`src/rtl/mouse_receiver.sv`:
```
// -----------------------------------------------------------------------------
// mouse_receiver
//   Host-side PS/2 receiver. Watches the open-drain mouse clock/data lines,
//   deserialises 11-bit device frames (start, 8 data bits LSB first, odd
//   parity, stop) and hands each byte to the mouse master with error flags and
//   a one-cycle ready strobe. Purely a listener: it never drives the bus and
//   shares the line inputs with the transmitter.
//
// Parameters
//   TIMEOUT          max CLK cycles allowed between bus clock falls in a frame
//
// Ports
//   CLK              system clock
//   RESET            synchronous, active-high reset
//   CLK_MOUSE_IN     raw PS/2 clock line (asynchronous)
//   DATA_MOUSE_IN    raw PS/2 data line (asynchronous)
//   READ_ENABLE      1 = accept new frames; only looked at while idle
//   BYTE_READ        last received data byte
//   BYTE_ERROR_CODE  {stop-bit error, parity error} for BYTE_READ
//   BYTE_READY       one-cycle strobe, BYTE_READ/BYTE_ERROR_CODE valid
// -----------------------------------------------------------------------------
module mouse_receiver #(
  parameter int unsigned TIMEOUT = 50000
) (
  input  logic       CLK,
  input  logic       RESET,
  input  logic       CLK_MOUSE_IN,
  input  logic       DATA_MOUSE_IN,
  input  logic       READ_ENABLE,
  output logic [7:0] BYTE_READ,
  output logic [1:0] BYTE_ERROR_CODE,
  output logic       BYTE_READY
);

  localparam logic [15:0] TMO_LAST = 16'(TIMEOUT - 1);

  typedef enum logic [2:0] {
    S_IDLE,
    S_DATA,
    S_PARITY,
    S_STOP,
    S_DONE
  } state_t;

  // ---------------------------------------------------------------------------
  // Two-flop synchronisers. They reset to 1 (idle bus level) so that coming
  // out of reset never looks like a clock fall.
  // ---------------------------------------------------------------------------
  logic clk_s1_q, clk_s2_q;
  logic data_s1_q, data_s2_q;
  logic fall;

  always_ff @(posedge CLK) begin
    if (RESET) begin
      clk_s1_q  <= 1'b1;
      clk_s2_q  <= 1'b1;
      data_s1_q <= 1'b1;
      data_s2_q <= 1'b1;
    end else begin
      clk_s1_q  <= CLK_MOUSE_IN;
      clk_s2_q  <= clk_s1_q;
      data_s1_q <= DATA_MOUSE_IN;
      data_s2_q <= data_s1_q;
    end
  end

  // Fall is flagged one stage early (s2 old high, s1 new low); data is taken
  // from the matching stage, data_s1, so clock and data stay aligned.
  assign fall = clk_s2_q & ~clk_s1_q;

  // ---------------------------------------------------------------------------
  // Frame state
  // ---------------------------------------------------------------------------
  state_t      state_q,  state_d;
  logic [2:0]  bitcnt_q, bitcnt_d;
  logic [7:0]  shift_q,  shift_d;
  logic        par_q,    par_d;
  logic [15:0] tmo_q,    tmo_d;
  logic        perr_q,   perr_d;
  logic        serr_q,   serr_d;
  logic [7:0]  byte_q,   byte_d;
  logic [1:0]  code_q,   code_d;
  logic        rdy_q,    rdy_d;

  always_ff @(posedge CLK) begin
    if (RESET) begin
      state_q  <= S_IDLE;
      bitcnt_q <= 3'd0;
      shift_q  <= 8'h00;
      par_q    <= 1'b0;
      tmo_q    <= 16'd0;
      perr_q   <= 1'b0;
      serr_q   <= 1'b0;
      byte_q   <= 8'h00;
      code_q   <= 2'b00;
      rdy_q    <= 1'b0;
    end else begin
      state_q  <= state_d;
      bitcnt_q <= bitcnt_d;
      shift_q  <= shift_d;
      par_q    <= par_d;
      tmo_q    <= tmo_d;
      perr_q   <= perr_d;
      serr_q   <= serr_d;
      byte_q   <= byte_d;
      code_q   <= code_d;
      rdy_q    <= rdy_d;
    end
  end

  always_comb begin
    state_d  = state_q;
    bitcnt_d = bitcnt_q;
    shift_d  = shift_q;
    par_d    = par_q;
    tmo_d    = 16'd0;
    perr_d   = perr_q;
    serr_d   = serr_q;
    byte_d   = byte_q;
    code_d   = code_q;
    rdy_d    = 1'b0;

    unique case (state_q)
      S_IDLE: begin
        // Only a low start bit opens a frame; a fall with data high is noise.
        if (fall && READ_ENABLE && !data_s1_q) begin
          state_d  = S_DATA;
          bitcnt_d = 3'd0;
        end
      end

      S_DATA, S_PARITY, S_STOP: begin
        // A fall takes priority over an expiring timeout: the bit is kept.
        if (fall) begin
          tmo_d = 16'd0;
          case (state_q)
            S_DATA: begin
              shift_d[bitcnt_q] = data_s1_q;
              if (bitcnt_q == 3'd7) state_d = S_PARITY;
              else                  bitcnt_d = bitcnt_q + 3'd1;
            end
            S_PARITY: begin
              par_d   = data_s1_q;
              state_d = S_STOP;
            end
            default: begin
              // Odd parity: the parity bit must equal the XNOR of the data.
              perr_d  = (par_q != ~^shift_q);
              serr_d  = ~data_s1_q;
              state_d = S_DONE;
            end
          endcase
        end else if (tmo_q == TMO_LAST) begin
          // Stalled bus: drop the partial frame silently.
          state_d = S_IDLE;
        end else begin
          tmo_d = tmo_q + 16'd1;
        end
      end

      S_DONE: begin
        byte_d  = shift_q;
        code_d  = {serr_q, perr_q};
        rdy_d   = 1'b1;
        state_d = S_IDLE;
      end

      default: state_d = S_IDLE;
    endcase
  end

  assign BYTE_READ       = byte_q;
  assign BYTE_ERROR_CODE = code_q;
  assign BYTE_READY      = rdy_q;

endmodule

```
`config.mk`:
```
export PLATFORM = sky130hd
export DESIGN_NAME = mouse_receiver
export DESIGN_NICKNAME = d
export VERILOG_FILES = /design/src/rtl/mouse_receiver.sv
export SDC_FILE = /design/constraint.sdc
export NUM_CORES = 1
export LEC_CHECK = 0
export ABC_AREA = 0
export CAP_MARGIN = 20
export CORE_MARGIN = 3
export CORE_UTILIZATION = 40
export DETAILED_ROUTE_END_ITERATION = 10
export DONT_BUFFER_PORTS = 1
export PLACE_DENSITY_LB_ADDON = 0.12
export SYNTH_ARGS = -nofsm -noshare
export SYNTH_HDL_FRONTEND = slang
export SYNTH_SLANG_ARGS = --single-unit
```
`constraint.sdc`:
```
create_clock -name CLK -period 2.3 [get_ports CLK]
set_input_delay 0.46 -clock CLK [delete_from_list [all_inputs] [get_ports CLK]]
set_output_delay 0.46 -clock CLK [all_outputs]
set_load 0.01 [all_outputs]
```
; ---- Word level (Yosys, flattened, before mapping)
; Cells that the tools add are included.
[word_totals]
register_bits = 47
latch_bits = 0
ram_bits = 0
rom_bits = 0
input_bits = 5
memories = 0
[op_classes]
n_addsub = 2
multipliers = 0
div_mod_pow = 0
order_cmp = 2
eq_ne = 13
shifts = 0
muxes = 15
bitwise_logic = 5
reduce_logical = 15
[op_table]
columns = cell, n
row1 = $mux W3, 8
row2 = $pmux W3 S2, 3
row3 = $add A16 B1 Y16 const B, 1
row4 = $eq A16 B16 Y1 const B, 1
row5 = $reduce_and A3 Y1, 4
row6 = $bwmux W8, 1
row7 = $ne A2 B2 Y1 const B, 4
row8 = $reduce_xnor A8 Y1, 1
row9 = $eq A3 B2 Y1 const B, 2
row10 = $eq A3 B3 Y1 const B, 2
row11 = $reduce_and A5 Y1, 1
row12 = $lt A3 B4 Y1 const B, 1
row13 = $ne A4 B4 Y1 const B, 1
row14 = $not A1 Y1, 4
row15 = $reduce_or A4 Y1, 1
row16 = $add A3 B1 Y3 const B, 1
row17 = $demux W1 S3, 1
row18 = $eq A3 B1 Y1 const B, 1
row19 = $ge A3 B1 Y1 const B, 1
row20 = $logic_and A1 B1 Y1, 3
row21 = $logic_not A3 Y1, 1
row22 = $ne A3 B3 Y1 const B, 1
row23 = $reduce_or A3 Y1, 1
row24 = $mux W1, 2
row25 = 5 further kinds, 5

; ---- Longest topological paths before layout
; Gate-level depths: netlist of run 1.
[logic_depth]
ltp_word = 6
ltp_mapped = 7
depth_no_buf = 6

; ---- Least setup slack after synthesis of run 1
; No wires, ideal clock.
[synth_timing]
kind = register to register
start = register clk_s1_q
end = register state_q[0]
setup_time_ps = 128
arrival_ps = 1467
required_ps = 2172
slack_ps = 705
path_stages_with_launch = 6
path_buffers = 0
period_less_slack_ps = 1595
cell_sequence = dfxtp_1 nand2b_4 or4b_4 a32oi_2 mux2i_1 nor2_1
[synth_via]
elab_chain_cells = 6
elab_cells_between_ends = 10
cone_classes = eq/ne: 3 / mux: 2 / bitwise: 2 / reduce/logical: 3
[synth_rtl]
columns = item, line_no
row1 = from (decl), 49  ; logic clk_s1_q, clk_s2_q;
row2 = from (signal assigned), 55  ; clk_s1_q <= 1'b1;
row3 = from (signal assigned), 60  ; clk_s1_q <= CLK_MOUSE_IN;
row4 = $not A1 Y1 (*), 69  ; assign fall = clk_s2_q & ~clk_s1_q;
row5 = $and A1 B1 Y1 (*), 69
row6 = $logic_and A1 B1 Y1 (2 in series), 126  ; if (fall && READ_ENABLE && !data_s1_q) begin
row7 = $ne A2 B2 Y1 (no line), -
row8 = $reduce_and A3 Y1 (no line), -
row9 = to (signal assigned), 98  ; state_q <= state_d;
row10 = to (decl), 74  ; state_t state_q, state_d;
; Mark *: on every way between the ends. The rest lies on a longest branch, timed or not.
; A chain may end at the register's enable or synchronous reset.

; ---- Final worst setup path of run 1
[layout_timing]
start = register tmo_q[0]
end = register tmo_q[14]
[layout_via]
elab_chain_cells = 2
elab_cells_between_ends = 3
cone_classes = add/sub: 1 / eq/ne: 1 / reduce/logical: 1
[layout_rtl]
columns = item, line_no
row1 = from (decl), 78  ; logic [15:0] tmo_q, tmo_d;
row2 = from (signal assigned), 102  ; tmo_q <= tmo_d;
row3 = "parallel branches: the longest is 2 deep, another holds $add A16 B1 Y16", -
; Several ways; the timed one is not identified.

==> qor.log, run 1 <==
[floorplan] Initial Util 42.4%
[pwr] leakage power 0.748 nW
[global_route] number of antenna violations at the first check in global routing 0
[timing] highest clock rate 589 MHz
[clock_tree] Clock Latency Late Sink 0.29 ns
[final_layout] top library cells by usage in the layout, fill and taps aside dfxtp_1, nor2_1, nand2_1
[pwr] Internal Power 0.00119 W
[placed_design] quantity of I/O buffers inserted on ports 0
[route] wire length per cell after detailed routing 12.6 µm
[timing] worst hold margin 0.232 ns
[critical_path] worst setup path category reg2reg
[synth] sequential-to-total area share from yosys stat 45.7%
[route] # DRC 0
[outcome] outcome finished, final reports clean
[critical_path] cell with the largest stage delay on the worst path dfxtp_1
[critical_path] highest net fanout along the worst path 9
[timing] final cycle utilization of the critical path 73.8%
[synth] fraction of post-synthesis cell area in the top cell type by area 45.7%
[clock_tree] Num Clock Sinks 47
[timing] crit path time final 1.70 ns
[synth] number of warnings reported in the yosys synthesis log 0
[global_route] first-pass GRT wire length 6580 µm
[route] number of nets with antenna violations after routing 0
[clock_tree] count of buffers added by post-CTS timing repair for setup 0
[placed_design] DP Worst Slack 0.578 ns
[final_layout] Final Cell Area 0.00222 mm²
[synth] count of distinct cell types in the synthesized netlist 38
[floorplan] number of rows in the core area 25
[pwr] power per cell area 673 mW/mm²
[critical_path] required time at the worst-slack endpoint 2.49 ns
[placed_design] detailed placement HPWL 2500 µm
[placed_design] weighted congestion at the end of routability-driven global placement 0.715
[global_route] overall track demand over capacity in global routing 13.5%
[pwr] clock group share of total power 41.6%
[floorplan] die height 77.7 µm
[synth] flops & latches, synth 47
[floorplan] Die Area 0.00604 mm²
[pwr] portion of total power attributed to sequential cells 55.4%
[critical_path] kind of end point of the critical path flop
[worst_hold_path] worst min path class in2reg
[route] vias after detailed routing 1430
[synth] Post-Synthesis Cell Area 0.00206 mm²
[critical_path] combined buffer and inverter count along the critical path 1
[global_route] global route overflow 0
[timing] final-layout setup total negative slack 0 ns
[route] number of DRC markers after the initial detailed-route iteration 91
[critical_path] kind of cell adding the most delay to the critical path simple AND/OR/NAND/NOR gates
[final_layout] diodes inserted 0
[critical_path] maximum cell stage delay along the critical path 0.38 ns
[final_layout] most frequent standard cell in the layout excluding fill and tap cells dfxtp_1
[global_route] via count of the first global-routing pass 1409
[final_layout] Fillers 485
[floorplan] IO Pins 16
[pwr] maximum ir drop on the vdd rail 0.356 mV
[synth] Syn Inst Count 226
[clock_tree] clock tree from TritonCTS yes
[synth] largest area contributor in the netlist dfxtp_1
[timing] hold violation total from the final report 0
[timing] pins over their slew limit 0
[timing] number of setup violations in the final report 0
[clock_tree] number of buffers created by CTS 5
[global_route] pin count of the biggest net entering global routing 33
[pwr] Psw 0.000303 W
[synth] syn nets 234
[timing] RSZ-0062 raised after global routing no
[route] via/cell ratio 4.91
[clock_tree] CTS H-tree lvls 2
[timing] clock skew after layout 0.00457 ns
[clock_tree] Root Buffer Master clkbuf_8
[critical_path] CP cell instances ha_1 > and3_1 > nand4_1 > nand3b_1 > buf_4 > nor2_1
[clock_tree] maximum number of buffers from clock root to sink 2
[route] overall routed net length 3670 µm
[pwr] switch share 20.3%
[synth] post-synthesis area per instance 9.10 µm²
[critical_path] startpoint types flop
[timing] worst-margin pin slew 0.476 ns
[timing] worst slew margin relative to its limit 68.2%
[critical_path] data arrival time of the critical path 1.89 ns
[clock_tree] post_cts resized 0
[synth] dominant cells by area after synthesis dfxtp_1, nor2_1, xnor2_1
[run] maximum capacitance violations 0
[clock_tree] number of buffers inserted for hold repair after clock tree synthesis 0
[final_layout] number of nets in the final layout 231
[timing] least setup slack across all paths after layout 0.602 ns
[clock_tree] clock slew at reported path FFs 0.09 ns
[placed_design] Post-DP Area 0.00211 mm²
[final_layout] synth-to-layout area growth 8.09%
[final_layout] share of cells above drive strength 1 10.3%
[floorplan] core footprint 0.00485 mm²
[route] count of TritonRoute iterations in the first routing pass 4
[pwr] combinational fraction of design power 3.0%
[floorplan] overall die width 77.7 µm
## power groups by stage
stage / registers (W) / logic, W / clock network (W)
after floorplan: 0.000843 / 0.0000453 / 0
after global placement: 0.000848 / 0.0000458 / 0
after detailed placement: 0.000847 / 0.0000451 / 0
after CTS: 0.000828 / 0.0000454 / 0.000650
after global routing: 0.000830 / 0.0000506 / 0.000677
final: 0.000828 / 0.0000449 / 0.000623
## layer usage
layer / vias up / track usage (%) / routed length (µm)
met5: - / 0 / 0
met4: 0 / 4.27 / 47
met3: 5 / 3.94 / 149
met2: 22 / 19.9 / 1440
met1: 643 / 18.9 / 2030
li1: 760 / - / -
## worst paths after layout
path | start | end | slack [ns] | cells after the start
max | tmo_q[0] | tmo_q[14] | 0.60 | 6
min reg2reg | serr_q | BYTE_ERROR_CODE[1] | 0.46 | 2
min | RESET | state_q[1] | 0.23 | 1
max reg2reg | tmo_q[0] | tmo_q[14] | 0.60 | 6
## sequential cells by signal (all words and copies together) (netlist names)
register,cells
BYTE_READ,8
tmo_q,16
bitcnt_q,3
clk_s1_q,1
data_s1_q,1
BYTE_READY,1
perr_q,1
clk_s2_q,1
shift_q,8
par_q,1
state_q,3
serr_q,1
BYTE_ERROR_CODE,2
## worst reg2reg max path, cell delays in order, from the launching register on
cell and delay [ns]:
dfxtp_1 0.38, ha_1 0.19, and3_1 0.23, nand4_1 0.18
nand3b_1 0.33, buf_4 0.23, nor2_1 0.06
## cell type report
cell class / count / area (µm²) / area share, %
Multi-Input combinational cell: 166 / 1060 / 47.8
Sequential cell: 47 / 941 / 42.3
Tap cell: 67 / 83.8 / 3.77
Clock buffer: 6 / 82.6 / 3.71
Clock inverter: 2 / 35.0 / 1.58
Timing Repair Buffer: 2 / 15.0 / 0.675
Inverter: 1 / 3.75 / 0.169
## synth_stat cells, drive strengths merged
library cell,count
or2,3
nand2b,1
a211oi,2
mux2i,10
ha,3
nand2,29
a21o,1
nor2,39
and2,1
a21oi,12
nor2b,1
o21ai,3
a22oi,2
dfxtp,47
xnor2,13
and3,6
or4b,1
nor3b,4
clkbuf,8
and2b,1
nand3,4
nand3b,1
a32oi,2
nor4,1
xor2,9
inv,1
nor4bb,2
buf,4
nor4b,4
nand4,4
and4,3
nor3,4
## logic make-up after synthesis
group	Yosys count	synth area share, %
AO/OA/AOI/OAI	22	6.69
XOR/XNOR	22	9.37
adder cells (fa/ha/maj)	3	1.83
buffers and inverters	13	2.62
flip-flops	47	45.7
multiplexers	10	4.87
AND/OR/NAND/NOR	109	28.9
## stage by stage
stage               total power (W)  cells  utilization, %
floorplan                  0.000889    226               -
global placement           0.000893    283            43.4
detailed placement         0.000893    283            43.4
CTS                         0.00152    291            45.9
global route                0.00156    291            45.9
finish                      0.00150    291            45.9
Note: power is estimated with default switching activity, not from simulation.
==> inputs of run 2 (changes only) <==
- clock period: 2.3 -> 1.6 ns (I/O delays scaled with it)
==> run 2 against run 1 <==
Clock power rose by 12%. Hold slack got worse by 0.14 ns. Clock-buffer cell count did not move. Core utilization rose by 3.4 points. Register-to-register slack got worse by 0.59 ns. First-iteration DRC count fell by 31%. Sequential power rose by 43%. Critical path type unchanged. Critical endpoint is now shift_q[4].
==> qor.log, run 2 (same netlist as run 1, synthesis figures left out) <==
[outcome] outcome finished, final reports clean [unchanged]
[route] number of nets with antenna violations after routing 0 [unchanged]
[final_layout] top library cells by usage in the layout, fill and taps aside dfxtp_1, nor2_1, nand2_1 [unchanged]
[timing] final cycle utilization of the critical path 99.2% [was 73.8%]
[floorplan] IO Pins 16 [unchanged]
[final_layout] utilization after layout 49.2% [was 45.9%]
[critical_path] required time at the worst-slack endpoint 1.80 ns [was 2.49 ns]
[global_route] number of antenna violations at the first check in global routing 0 [unchanged]
[global_route] global route overflow 0 [unchanged]
[worst_hold_path] worst min path class in2reg [unchanged]
[clock_tree] CTS H-tree lvls 2 [unchanged]
[critical_path] kind of end point of the critical path flop [unchanged]
[critical_path] worst setup path category reg2reg [unchanged]
[clock_tree] number of buffers created by CTS 5 [unchanged]
[final_layout] number of nets in the final layout 249 [was 231]
[global_route] overall track demand over capacity in global routing 13.9% [was 13.5%]
[timing] least setup slack across all paths after layout 0.0125 ns [was 0.602 ns]
[timing] pins over their slew limit 0 [unchanged]
[route] vias after detailed routing 1509 [was 1430]
[critical_path] startpoint types flop [unchanged]
[clock_tree] clock tree from TritonCTS yes [unchanged]
[final_layout] share of cells above drive strength 1 21.1% [was 10.3%]
[clock_tree] clock slew at reported path FFs 0.09 ns [about the same]
[global_route] Global Route met2 Usage 20.3% [was 19.9%]
[global_route] most utilized layer in the global route result met2 [unchanged]
[global_route] via count of the first global-routing pass 1542 [was 1409]
[pwr] power per cell area 825 mW/mm² [was 673 mW/mm²]
[timing] clock skew after layout 0.00746 ns [was 0.00457 ns]
[floorplan] die height 77.7 µm [unchanged]
[placed_design] DP Worst Slack 0.00103 ns [was 0.578 ns]
[final_layout] most flop-heavy register tmo_q [unchanged]
[floorplan] number of rows in the core area 25 [unchanged]
[route] via/cell ratio 4.88 [was 4.91]
[critical_path] Critical path origin clk_s1_q [was tmo_q[0]]
[timing] worst hold margin 0.0888 ns [was 0.232 ns]
[timing] highest clock rate 630 MHz [was 589 MHz]
[timing] final-layout setup total negative slack 0 ns [unchanged]
[clock_tree] Num Clock Sinks 47 [unchanged]
[placed_design] quantity of I/O buffers inserted on ports 0 [unchanged]
[timing] worst-margin pin slew 0.386 ns [was 0.476 ns]
[critical_path] cell with the largest stage delay on the worst path dfxtp_2 [was dfxtp_1]
[global_route] met1 routing resource usage after global routing 19.4% [was 18.9%]
[route] overall routed net length 3720 µm [was 3670 µm]
[route] wire length per cell after detailed routing 12.1 µm [was 12.6 µm]
[clock_tree] maximum number of buffers from clock root to sink 2 [unchanged]
[floorplan] Die Area 0.00604 mm² [unchanged]
[critical_path] Reg-to-Reg Start clk_s1_q [was tmo_q[0]]
[timing] number of setup violations in the final report 0 [unchanged]
[global_route] first-pass GRT wire length 6870 µm [was 6580 µm]
[placed_design] weighted congestion at the end of routability-driven global placement 0.747 [was 0.715]
[critical_path] maximum cell stage delay along the critical path 0.33 ns [was 0.38 ns]
[pwr] maximum ir drop on the vdd rail 0.515 mV [was 0.356 mV]
[floorplan] overall die width 77.7 µm [unchanged]
[critical_path] highest net fanout along the worst path 5 [was 9]
[placed_design] detailed placement HPWL 2630 µm [was 2500 µm]
[critical_path] most frequent cell on the critical path nor4b_4
[pwr] leakage power 0.826 nW [was 0.748 nW]
[timing] hold violation total from the final report 0 [unchanged]
[final_layout] synth-to-layout area growth 16.1% [was 8.09%]
[run] maximum capacitance violations 0 [unchanged]
[timing] RSZ-0062 raised after global routing yes [was no]
[clock_tree] Clock Latency Late Sink 0.30 ns [was 0.29 ns]
[timing] worst slew margin relative to its limit 74.0% [was 68.2%]
[critical_path] data arrival time of the critical path 1.79 ns [was 1.89 ns]
[clock_tree] Root Buffer Master clkbuf_8 [unchanged]
[global_route] pin count of the biggest net entering global routing 33 [unchanged]
[final_layout] flip-flop count of the largest register, all copies and words added 16 [unchanged]
[final_layout] diodes inserted 0 [unchanged]
[route] number of DRC markers after the initial detailed-route iteration 63 [was 91]
[final_layout] most frequent standard cell in the layout excluding fill and tap cells dfxtp_1 [unchanged]
[route] # DRC 0 [unchanged]
[critical_path] CP cell instances buf_6 > nor4b_4 > nand2_2 > nor4b_4 > mux2i_1 > nor2_1 [was ha_1 > and3_1 > nand4_1 > nand3b_1 > buf_4 > nor2_1]
[floorplan] core footprint 0.00485 mm² [unchanged]
[route] count of TritonRoute iterations in the first routing pass 4 [unchanged]
[floorplan] Initial Util 42.4% [unchanged]
[timing] crit path time final 1.59 ns [was 1.70 ns]
[worst_hold_path] startpoint of the worst hold path RESET [unchanged]
[global_route] met3 demand-to-capacity share in global routing 3.13% [was 3.94%]
run 2: cell count changes in the layout (fill, tap and decap cells not counted), moves of 2 or more:
cell	previous run	this run
dfxtp_1	47	43
dfxtp_2	0	4
buf_4	2	19
nor3_1	3	1
nor4b_4	1	3
nor3_2	1	3
run 2: power by group:
group	switching, W	internal (W)
sequential	0.00000589	0.00118
clock	0.000389	0.000306
combinational	0.0000464	0.0000449
run 2: layout make-up:
type | instances | area, µm²
clock buffer | 6 | 72.6
clock inverter | 2 | 12.5
tap | 67 | 83.8
inverter | 1 | 3.75
multi-input combinational | 166 | 1110
timing repair buffer | 20 | 154
fill | 480 | 2460
sequential | 47 | 946
run 2: timing repair:
action | CTS | global route
hold buffers | 0 | 0
pin swaps | 0 | 6
endpoints found under the setup margin | 1 | 13
endpoints found under the hold margin | 0 | 0
gates resized for setup | 1 | 14
buffers inserted | 0 | 1
cloned | 0 | 0
run 2: path summary, 6_finish.rpt:
check | end | slack, ns | cells past startpoint
worst max-delay path | shift_q[4] | 0.01 | 6
worst max register to register | shift_q[4] | 0.01 | 6
worst min-delay path | state_q[0] | 0.09 | 1
worst min register to register | BYTE_ERROR_CODE[1] | 0.46 | 2
run 2: stage by stage:
| stage | instance area, µm² | total power, W | std cells |
|---|---|---|---|
| after floorplan | 2060 | 0.00128 | 226 |
| after global placement | 2230 | 0.00130 | 300 |
| after detailed placement | 2230 | 0.00130 | 300 |
| after CTS | 2320 | 0.00200 | 308 |
| after global routing | 2390 | 0.00205 | 309 |
| final | 2390 | 0.00197 | 309 |
run 2: critical path, delay by kind of cell, from the launching register on:
family / cells / cell delay (ns)
simple gates: 4 / 0.83
flops: 1 / 0.33
buf+inv: 1 / 0.12
mux: 1 / 0.21
run 2: per-layer routing:
layer | share of wire, % | vias to the layer above
li1 | - | 793
met1 | 54 | 696
met2 | 40 | 15
met3 | 3.4 | 5
met4 | 1.7 | 0
met5 | 0 | -
==> inputs of run 3 (changes only) <==
- HOLD_SLACK_MARGIN: unset -> 0.1
==> run 3 against run 2 <==
Clock power about the same. Via count grew 0.40%. Power hardly changed. Highest routed layer unchanged. Largest power group unchanged. Combinational power barely moved. Sequential cell count is the same.
==> qor.log, run 3 (same netlist as run 1, synthesis figures left out) <==
[global_route] number of antenna violations at the first check in global routing 0 [unchanged]
[floorplan] overall die width 77.7 µm [unchanged]
[floorplan] core footprint 0.00485 mm² [unchanged]
[critical_path] data arrival time of the critical path 1.79 ns [about the same]
[placed_design] Post-DP Area 0.00223 mm² [unchanged]
[floorplan] IO Pins 16 [unchanged]
[route] wire length per cell after detailed routing 12.1 µm [about the same]
[global_route] via count of the first global-routing pass 1536 [was 1542]
[pwr] switch share 22.4% [about the same]
[timing] highest clock rate 629 MHz [was 630 MHz]
[pwr] leakage power 0.826 nW [unchanged]
[placed_design] weighted congestion at the end of routability-driven global placement 0.747 [unchanged]
[route] count of TritonRoute iterations in the first routing pass 4 [unchanged]
[timing] least setup slack across all paths after layout 0.0102 ns [was 0.0125 ns]
[worst_hold_path] destination of the worst hold path state_q[0] [unchanged]
[pwr] clock group share of total power 35.3% [about the same]
[clock_tree] number of buffers created by CTS 5 [unchanged]
[route] overall routed net length 3740 µm [was 3720 µm]
[clock_tree] Root Buffer Master clkbuf_8 [unchanged]
[floorplan] number of rows in the core area 25 [unchanged]
[critical_path] startpoint types flop [unchanged]
[timing] RSZ-0062 raised after global routing yes [unchanged]
[critical_path] Reg-to-Reg Start clk_s1_q [unchanged]
[final_layout] flip-flop count of the largest register, all copies and words added 16 [unchanged]
[clock_tree] Num Clock Sinks 47 [unchanged]
[final_layout] Final Cell Area 0.00239 mm² [unchanged]
[timing] number of setup violations in the final report 0 [unchanged]
[clock_tree] Clock Latency Late Sink 0.30 ns [about the same]
[placed_design] detailed placement HPWL 2630 µm [unchanged]
[final_layout] share of cells above drive strength 1 21.1% [unchanged]
[worst_hold_path] startpoint of the worst hold path RESET [unchanged]
[final_layout] synth-to-layout area growth 16.1% [unchanged]
[critical_path] most frequent cell on the critical path nor4b_4 [unchanged]
[route] via/cell ratio 4.90 [was 4.88]
[worst_hold_path] Worst Hold Path Cells 1 [unchanged]
[timing] final cycle utilization of the critical path 99.4% [was 99.2%]
[final_layout] Fillers 480 [unchanged]
[global_route] global route overflow 0 [unchanged]
[clock_tree] CTS H-tree lvls 2 [unchanged]
[critical_path] number of cells on the worst reg-to-reg path 6 [unchanged]
[pwr] portion of total power attributed to sequential cells 60.1% [about the same]
[critical_path] highest net fanout along the worst path 5 [unchanged]
[final_layout] most flop-heavy register tmo_q [unchanged]
[placed_design] DP Worst Slack 0.00103 ns [unchanged]
[route] # DRC 0 [unchanged]
[timing] hold violation total from the final report 0 [unchanged]
[route] number of nets with antenna violations after routing 0 [unchanged]
[critical_path] maximum cell stage delay along the critical path 0.33 ns [about the same]
[global_route] overall track demand over capacity in global routing 13.9% [about the same]
[floorplan] die height 77.7 µm [unchanged]
[placed_design] quantity of I/O buffers inserted on ports 0 [unchanged]
[floorplan] Initial Util 42.4% [unchanged]
[pwr] maximum ir drop on the vdd rail 0.515 mV [about the same]
[run] maximum capacitance violations 0 [unchanged]
[timing] crit path time final 1.59 ns [about the same]
[pwr] combinational fraction of design power 4.6% [about the same]
[critical_path] CP cell instances buf_6 > nor4b_4 > nand2_2 > nor4b_4 > mux2i_1 > nor2_1 [unchanged]
[final_layout] diodes inserted 0 [unchanged]
[route] vias after detailed routing 1515 [was 1509]
[pwr] power per cell area 825 mW/mm² [about the same]
[global_route] pin count of the biggest net entering global routing 33 [unchanged]
[pwr] Internal Power 0.00153 W [about the same]
[clock_tree] clock slew at reported path FFs 0.09 ns [about the same]
[timing] worst-margin pin slew 0.386 ns [about the same]
[global_route] first-pass GRT wire length 6860 µm [was 6870 µm]
[timing] pins over their slew limit 0 [unchanged]
[floorplan] Die Area 0.00604 mm² [unchanged]
[timing] final-layout setup total negative slack 0 ns [unchanged]
[clock_tree] clock tree from TritonCTS yes [unchanged]
[final_layout] number of nets in the final layout 249 [unchanged]
[critical_path] required time at the worst-slack endpoint 1.80 ns [about the same]
[pwr] Psw 0.000442 W [was 0.000441 W]
[critical_path] kind of end point of the critical path flop [unchanged]
[final_layout] top library cells by usage in the layout, fill and taps aside dfxtp_1, nor2_1, nand2_1 [unchanged]
[critical_path] worst setup path category reg2reg [unchanged]
[timing] worst slew margin relative to its limit 74.0% [about the same]
[worst_hold_path] worst min path class in2reg [unchanged]
[route] number of DRC markers after the initial detailed-route iteration 54 [was 63]
[critical_path] cell with the largest stage delay on the worst path dfxtp_2 [unchanged]
[critical_path] worst flop-to-flop path endpoint shift_q[4] [unchanged]
[timing] worst hold margin 0.0894 ns [was 0.0888 ns]
[critical_path] reg2reg setup slack 0.01 ns [about the same]
[outcome] outcome finished, final reports clean [unchanged]
[final_layout] most frequent standard cell in the layout excluding fill and tap cells dfxtp_1 [unchanged]
[clock_tree] maximum number of buffers from clock root to sink 2 [unchanged]
[timing] clock skew after layout 0.00807 ns [was 0.00746 ns]
-- run 3: cell counts in the layout (fill, tap and decap cells not counted) --
Identical to the previous run, type by type.
-- run 3: power by group through the flow --
stage,sequential [W],clock (W),combinational [W]
after detailed placement,0.00121,0,0.0000845
final,0.00118,0.000695,0.0000914
after floorplan,0.00121,0,0.0000652
after global routing,0.00119,0.000758,0.000102
after CTS,0.00118,0.000729,0.0000850
after global placement,0.00121,0,0.0000858
-- run 3: worst max-delay path, delay by kind of cell (launching register included) --
family                 cells  cell delay [ns]
AND/OR/NAND/NOR            4             0.83
flip-flops                 1             0.33
multiplexers               1             0.21
buffers and inverters      1             0.12
-- run 3: cell type report --
type                    instances  area (µm²)  area share, %
clock buffers                   6        72.6           3.04
clock inverters                 2        12.5          0.524
well taps                      67        83.8           3.51
multi-input cells             166        1110           46.7
flip-flops and latches         47         946           39.6
inverters                       1        3.75          0.157
repair buffers                 20         154           6.45
-- run 3: what timing repair did --
action	4_1_cts	5_1_grt
endpoints found under the hold margin	28	28
buffers inserted	0	1
pin swaps	0	6
endpoints found under the setup margin	1	13
gates resized for setup	1	14
-- run 3: worst max path at each step --
stage                     startpoint         end  slack (ns)  depth (start not counted)
after floorplan             clk_s1_q  state_q[0]       0.005                          5
after detailed placement    clk_s2_q  state_q[0]       0.001                          5
after CTS                   clk_s1_q  state_q[0]       0.003                          5
after global routing        clk_s1_q  shift_q[4]       -0.12                          6
final                       clk_s1_q  shift_q[4]        0.01                          6
after global placement      clk_s2_q  state_q[0]        0.03                          5
-- run 3: layer usage --
layer,up-vias,track usage [%],share of wire (%)
met5,-,0,0
met4,0,6.41,1.6
met3,5,3.13,3.4
met2,15,20.2,40
met1,703,19.4,55
li1,792,-,-
-- run 3: metrics by stage --
step,total power (W),std cells,utilization [%]
after floorplan,0.00128,226,-
after global placement,0.00130,300,46.1
after detailed placement,0.00130,300,46.1
after CTS,0.00200,308,47.8
after global routing,0.00205,309,49.2
final,0.00197,309,49.2
